### config.mk
export PLATFORM = sky130hd
export DESIGN_NAME = vga_line_loader
export DESIGN_NICKNAME = d
export VERILOG_FILES = /design/src/rtl/vga_line_loader.sv
export SDC_FILE = /design/constraint.sdc
export NUM_CORES = 1
export LEC_CHECK = 0
export CAP_MARGIN = 20
export CORE_MARGIN = 2
export CORE_UTILIZATION = 45
export CTS_CLUSTER_DIAMETER = 100
export DETAILED_ROUTE_END_ITERATION = 10
export GPL_ROUTABILITY_DRIVEN = 0
export PLACE_DENSITY_LB_ADDON = 0.08
export SYNTH_ARGS = -nofsm -noshare
export SYNTH_HDL_FRONTEND = slang
export SYNTH_SLANG_ARGS = --single-unit
### constraint.sdc
create_clock -name iCLK -period 4.66 [get_ports iCLK]
set_input_delay 0.466 -clock iCLK [delete_from_list [all_inputs] [get_ports iCLK]]
set_output_delay 0.466 -clock iCLK [all_outputs]
set_load 0.05 [all_outputs]
### src/rtl/vga_line_loader.sv
// Line loader: fetches one line of 8-bit pixels from frame memory and streams them into the line FIFO.
// Build option LOADER_TEST_PATTERN_EN replaces the memory fetch with an internally generated pattern.
module vga_line_loader #(
   parameter int H_ACTIVE    = 1280,
   parameter int LINE_W      = 13,
   parameter int ADDR_W      = 25,
   parameter int BASE_ADDR   = 0,
   parameter int FIFO_DEPTH  = 2048,
   parameter int USEDW_W     = 11,
   parameter int MAX_PENDING = 8
) (
   input  logic              iCLK,
   input  logic              iRST,
   input  logic              iLOAD_REQ,
   input  logic [LINE_W-1:0] iLOAD_VLINE,
   input  logic              iABORT,
   output logic              oMEM_READ,
   output logic [ADDR_W-1:0] oMEM_ADDR,
   input  logic              iMEM_WAITREQUEST,
   input  logic              iMEM_READDATAVALID,
   input  logic [7:0]        iMEM_DATA,
   output logic [7:0]        oFIFO_WDATA,
   output logic              oFIFO_WREQ,
   input  logic [USEDW_W-1:0] iFIFO_WUSEDW,
   input  logic              iFIFO_WFULL,
   output logic              oBUSY,
   output logic              oLINE_DONE,
   output logic              oOVERRUN
);

   localparam int CNT_W  = $clog2(H_ACTIVE + 1);
   localparam int PEND_W = 4;
   localparam int CRED_W = USEDW_W + 1;

   typedef enum logic [2:0] {IDLE, ARM, FETCH, DRAIN, FLUSH} state_t;

   state_t              state_q;
   logic [LINE_W-1:0]   line_q;
   logic [ADDR_W-1:0]   rd_addr_q;
   logic [CNT_W-1:0]    issue_cnt_q, wr_cnt_q;
   logic [PEND_W-1:0]   pending_q;
   logic                mem_read_q, abort_q, req_q, line_done_q, overrun_q;

   logic                in_line, abort_now, accept, ret, wr_en, can_issue, mem_read_d;
   logic [CNT_W-1:0]    issue_cnt_d, wr_cnt_d;
   logic [PEND_W-1:0]   pending_d;
   logic [CRED_W-1:0]   credit_sum;

   assign in_line   = (state_q == FETCH) || (state_q == DRAIN);
   assign abort_now = (iABORT || abort_q) && (state_q != IDLE);

`ifdef LOADER_TEST_PATTERN_EN
   localparam bit TEST_PATTERN = 1'b1;
   logic unused_mem;
   assign unused_mem  = ^{iMEM_WAITREQUEST, iMEM_READDATAVALID, iMEM_DATA, rd_addr_q};
   assign accept      = 1'b0;
   assign ret         = 1'b0;
   assign wr_en       = (state_q == FETCH) && !abort_now &&
                        (iFIFO_WUSEDW < USEDW_W'(FIFO_DEPTH - 4));
   assign oFIFO_WDATA = wr_cnt_q[7:0] ^ line_q[7:0];
   assign oMEM_ADDR   = '0;
`else
   localparam bit TEST_PATTERN = 1'b0;
   assign accept      = mem_read_q && !iMEM_WAITREQUEST;
   // Returns with nothing outstanding are leftovers from before a reset.
   assign ret         = iMEM_READDATAVALID && (pending_q != '0);
   assign wr_en       = ret && in_line && !abort_now;
   assign oFIFO_WDATA = iMEM_DATA;
   assign oMEM_ADDR   = rd_addr_q;
`endif

   assign issue_cnt_d = issue_cnt_q + CNT_W'(accept);
   assign wr_cnt_d    = wr_cnt_q + CNT_W'(wr_en);

   always_comb begin
      pending_d = pending_q;
      if (accept && !ret)
         pending_d = pending_q + 1'b1;
      else if (!accept && ret)
         pending_d = pending_q - 1'b1;
   end

   // Credit is judged on the post-update counts so requests can issue back to back.
   assign credit_sum = CRED_W'(iFIFO_WUSEDW) + CRED_W'(pending_d) + CRED_W'(1);
   assign can_issue  = !TEST_PATTERN && (state_q == FETCH) && !abort_now &&
                       (issue_cnt_d < CNT_W'(H_ACTIVE)) &&
                       (pending_d < PEND_W'(MAX_PENDING)) &&
                       (credit_sum <= CRED_W'(FIFO_DEPTH - 4));
   assign mem_read_d = (mem_read_q && !accept) ? 1'b1 : can_issue;

   always_ff @(posedge iCLK or posedge iRST) begin
      if (iRST) begin
         state_q     <= IDLE;
         line_q      <= '0;
         rd_addr_q   <= '0;
         issue_cnt_q <= '0;
         wr_cnt_q    <= '0;
         pending_q   <= '0;
         mem_read_q  <= 1'b0;
         abort_q     <= 1'b0;
         req_q       <= 1'b0;
         line_done_q <= 1'b0;
         overrun_q   <= 1'b0;
      end else begin
         req_q       <= iLOAD_REQ;
         line_done_q <= 1'b0;
         pending_q   <= pending_d;
         mem_read_q  <= mem_read_d;
         issue_cnt_q <= issue_cnt_d;
         wr_cnt_q    <= wr_cnt_d;
         if (accept)
            rd_addr_q <= rd_addr_q + 1'b1;
         if ((wr_en && iFIFO_WFULL) || (in_line && iLOAD_REQ && !req_q))
            overrun_q <= 1'b1;

         case (state_q)
            IDLE: begin
               abort_q <= 1'b0;
               if (iLOAD_REQ) begin
                  line_q  <= iLOAD_VLINE;
                  state_q <= ARM;
               end
            end
            ARM: begin
               if (abort_now) begin
                  if (TEST_PATTERN) state_q <= IDLE;
                  else              state_q <= FLUSH;
               end else if (!iLOAD_REQ) begin
                  rd_addr_q   <= ADDR_W'(BASE_ADDR) + ADDR_W'(line_q) * ADDR_W'(H_ACTIVE);
                  issue_cnt_q <= '0;
                  wr_cnt_q    <= '0;
                  state_q     <= FETCH;
               end
            end
            FETCH, DRAIN: begin
               if (abort_now) begin
                  // A request already on the bus must be accepted before flushing.
                  if (TEST_PATTERN) begin
                     state_q <= IDLE;
                     abort_q <= 1'b0;
                  end else if (!mem_read_q || accept) begin
                     state_q <= FLUSH;
                     abort_q <= 1'b0;
                  end else begin
                     abort_q <= 1'b1;
                  end
               end else if (wr_cnt_d == CNT_W'(H_ACTIVE)) begin
                  line_done_q <= 1'b1;
                  state_q     <= IDLE;
               end else if ((state_q == FETCH) && (issue_cnt_d == CNT_W'(H_ACTIVE))) begin
                  state_q <= DRAIN;
               end
            end
            FLUSH: begin
               if (pending_d == '0)
                  state_q <= IDLE;
            end
            default: state_q <= IDLE;
         endcase
      end
   end

   assign oMEM_READ  = mem_read_q;
   assign oFIFO_WREQ = wr_en;
   assign oBUSY      = (state_q != IDLE);
   assign oLINE_DONE = line_done_q;
   assign oOVERRUN   = overrun_q;

endmodule

==> flow_metrics.py <==
metrics = {
    "cts": {
        "clock_path_buffers": 2,
        "post_cts_buffers": 0,
        "cts_resized": 0,
        "clock_latency_ns": 0.35,
        "h-tree-depth": 3,
        "cts_tree": "done",
        "postCtsHoldBufs": 0,
        "root_buffer": "clkbuf_8",
        "clock_sinks": 72,
        "clkTransAtPathRegs_ns": 0.08,
        "cts_made_buffers": 9,
    },
    "routing": {
        "drt-initial-drc-count": 205,
        "routedWlPerCell_um": 14.63,
        "drt-total-wl_mm": 9.877,
        "ant_nets": 0,
        "route.detailed.drc": 0,
        "via_per_inst": 5.361,
        "first_pass_iters": 5,
        "num_vias": 3619,
    },
    "final_layout": {
        "num-fill-cells": 901,
        "layout_common_cells": "72 x dfrtp_1, 63 x nor2_1, 60 x clkdlybuf4s50_1, 35 x nand2_1, 33 x ha_1",
        "design_area_mm2": 0.005453,
        "drive_gt1_share_pct": 7.565,
        "final_nets": 610,
        "multi_input_area_mm2": 0.002572,
        "diodes": 0,
        "syn_to_final_growth_pct": 19.92,
        "ff_latch_area_mm2": 0.001802,
        "final_common_cell": "dfrtp_1",
    },
    "synth": {
        "async_flop_share_pct": 100.0,
        "ys_seq_area_share_pct": 39.63,
        "synth-edff-count": 0,
        "synth_warnings": 0,
        "synth_fp_nets": 558,
        "syn_inst": 485,
        "syn_area_mm2": 0.004547,
        "avgSynthCellArea_um2": 9.375,
        "synthFlopType": "dfrtp_1",
        "yosysTopAreaCellShare_pct": 39.63,
        "synth_seq_cells": 72,
        "synth_area_leaders": "dfrtp_1 40%, ha_1 9.1%, xor2_1 5.6%, nor2_1 5.2%, xnor2_1 5.0%",
        "synthDistinctLibCells": 60,
        "synth_top_cell_by_area": "dfrtp_1",
    },
    "sta": {
        "fmax_mhz": 274.3,
        "maxSlewViolCount": 0,
        "slew_headroom_pct": 37.41,
        "fin_skew_ns": 0.01312,
        "fin_crit_sh_pct": 78.24,
        "finalSetupViolations": 0,
        "post-route-min-period_ns": 3.646,
        "tightest_slew_ns": 0.9383,
        "hold_violations": 0,
        "fin_setup_tns_ns": 0,
        "rsz0062_at_grt": "false",
    },
    "worst_setup_path": {
        "crit_path_max_fanout": 6,
        "cp_top_family": "simple AND/OR/NAND/NOR gates",
        "cpPeakStageDelay_ns": 0.56,
        "crit_chain": "inv_1, ha_1, nor3b_1, nor3_1, ha_1, ha_1, or4_4, a211o_1, a221oi_2, a31oi_1, nor3_1, a221oi_1",
        "cp_slowest_cell": "or4_4",
        "critPathBufInv": 1,
        "cp_common_cell": "ha_1",
        "startpoint_type": "register",
        "crit_required_ns": 4.87,
        "critPathArrivalTime_ns": 3.86,
        "crit_type": "register to register",
        "crit_path_end_kind": "register",
    },
    "job": {
        "cap_violations": 0,
    },
    "die": {
        "ios": 77,
        "initial_core_util_pct": 46.52,
        "die_w_um": 104.5,
        "dieHeight_um": 104.5,
        "coreArea_mm2": 0.009774,
        "dieArea_mm2": 0.01092,
        "rows": 36,
    },
    "grt": {
        "grt_max_degree": 63,
        "antenna_found_initial": 0,
        "overflow": 0,
        "track_usage_pct": 19.03,
        "grt_pass1_wl_mm": 16.76,
        "grt_pass1_vias": 3417,
    },
    "status": {
        "status": "finished, final reports clean",
    },
    "placement": {
        "port_buffers": 60,
        "dp_hpwl_mm": 7.338,
        "placed_area_mm2": 0.005213,
    },
    "hold_path": {
        "hp-class": "primary input to asynchronous set/reset pin",
    },
    "power_and_ir_drop": {
        "ir_worst_vdd_mv": 0.3959,
        "powerDensity_mw_per_mm2": 622.6,
        "leakage_uw": 0.002318,
    },
}
## metal layers
metal | part of all wire (%) | vias up | GRT usage (%)
li1 | - | 1818 | -
met1 | 51 | 1702 | 27.96
met2 | 43 | 85 | 27.59
met3 | 4.4 | 14 | 3.571
met4 | 1.6 | 0 | 7.336
met5 | 0 | - | 0
## flip-flops by register name, summed over array words and instances (netlist names)
register and flops:
oMEM_READ 1, oMEM_ADDR 25, oLINE_DONE 1, state_q 3, abort_q 1, pending_q 4, oOVERRUN 1, issue_cnt_q 11
wr_cnt_q 11, line_q 13, req_q 1
## through the flow
stage          setup WS (ns)  std cells  hold WS [ns]  util (%)  power (uW)
6_report               1.014        675        0.3639     55.79        3395
5_1_grt               0.6777        675        0.3624     55.79        3695
4_1_cts                1.035        674        0.4802     55.58        3423
3_5_place_dp          0.8719        658        0.4573     53.33        2847
3_3_place_gp          0.9755        658        0.4642     53.33        2819
2_1_floorplan         0.5640        485        0.4739         -        2370
## final timing paths
check / from / end / slack, ns / cells after the start
min reg2reg: oOVERRUN$_DFFE_PP0P_ / oOVERRUN$_DFFE_PP0P_ / 0.48 / 1
min: iRST / oOVERRUN$_DFFE_PP0P_ / 0.36 / 2
max in group asynchronous: iRST / line_q[7]$_DFFE_PP0P_ / 3.42 / 4
max reg2reg: pending_q[0]$_DFF_PP0_ / state_q[0]$_DFFE_PP0P_ / 1.01 / 12
max: pending_q[0]$_DFF_PP0_ / state_q[0]$_DFFE_PP0P_ / 1.01 / 12
min in group iCLK: oOVERRUN$_DFFE_PP0P_ / oOVERRUN$_DFFE_PP0P_ / 0.48 / 1
## power breakdown
group	leakage [uW]	switching (uW)	total (uW)	internal (uW)
Sequential	0.000929	202	997	796
Combinational	0.00128	1070	1850	781
Clock	0.000112	236	549	313
Total	0.00232	1500	3390	1890
## layout make-up
| class | count | area share (%) |
|---|---|---|
| multi-input combinational | 376 | 47.18 |
| sequential | 72 | 33.04 |
| timing repair buffer | 63 | 11.66 |
| tap | 133 | 3.052 |
| clock buffer | 10 | 2.524 |
| clock inverter | 6 | 1.514 |
| inverter | 15 | 1.033 |
## kinds of logic (layout without fill, tap and decap cells)
logic type	count (synthesis)	in the layout	synth area share (%)
simple gates	185	185	20.09
compound gates	85	85	12.16
flops	72	72	39.63
xor+xnor	55	55	10.59
buf+inv	37	94	3.907
fa+ha+maj	34	34	9.521
mux	17	17	4.100
## Yosys cell counts (12+ instances only)
library cell,count
ha_1,33
xnor2_1,26
a21oi_1,20
nor2_1,63
inv_1,15
xor2_1,29
clkbuf_1,12
mux2_2,13
dfrtp_1,72
nand2_1,35
nor3_1,12
o21ai_0,23
nand3_1,19
Note: power is estimated with default switching activity, not from simulation.
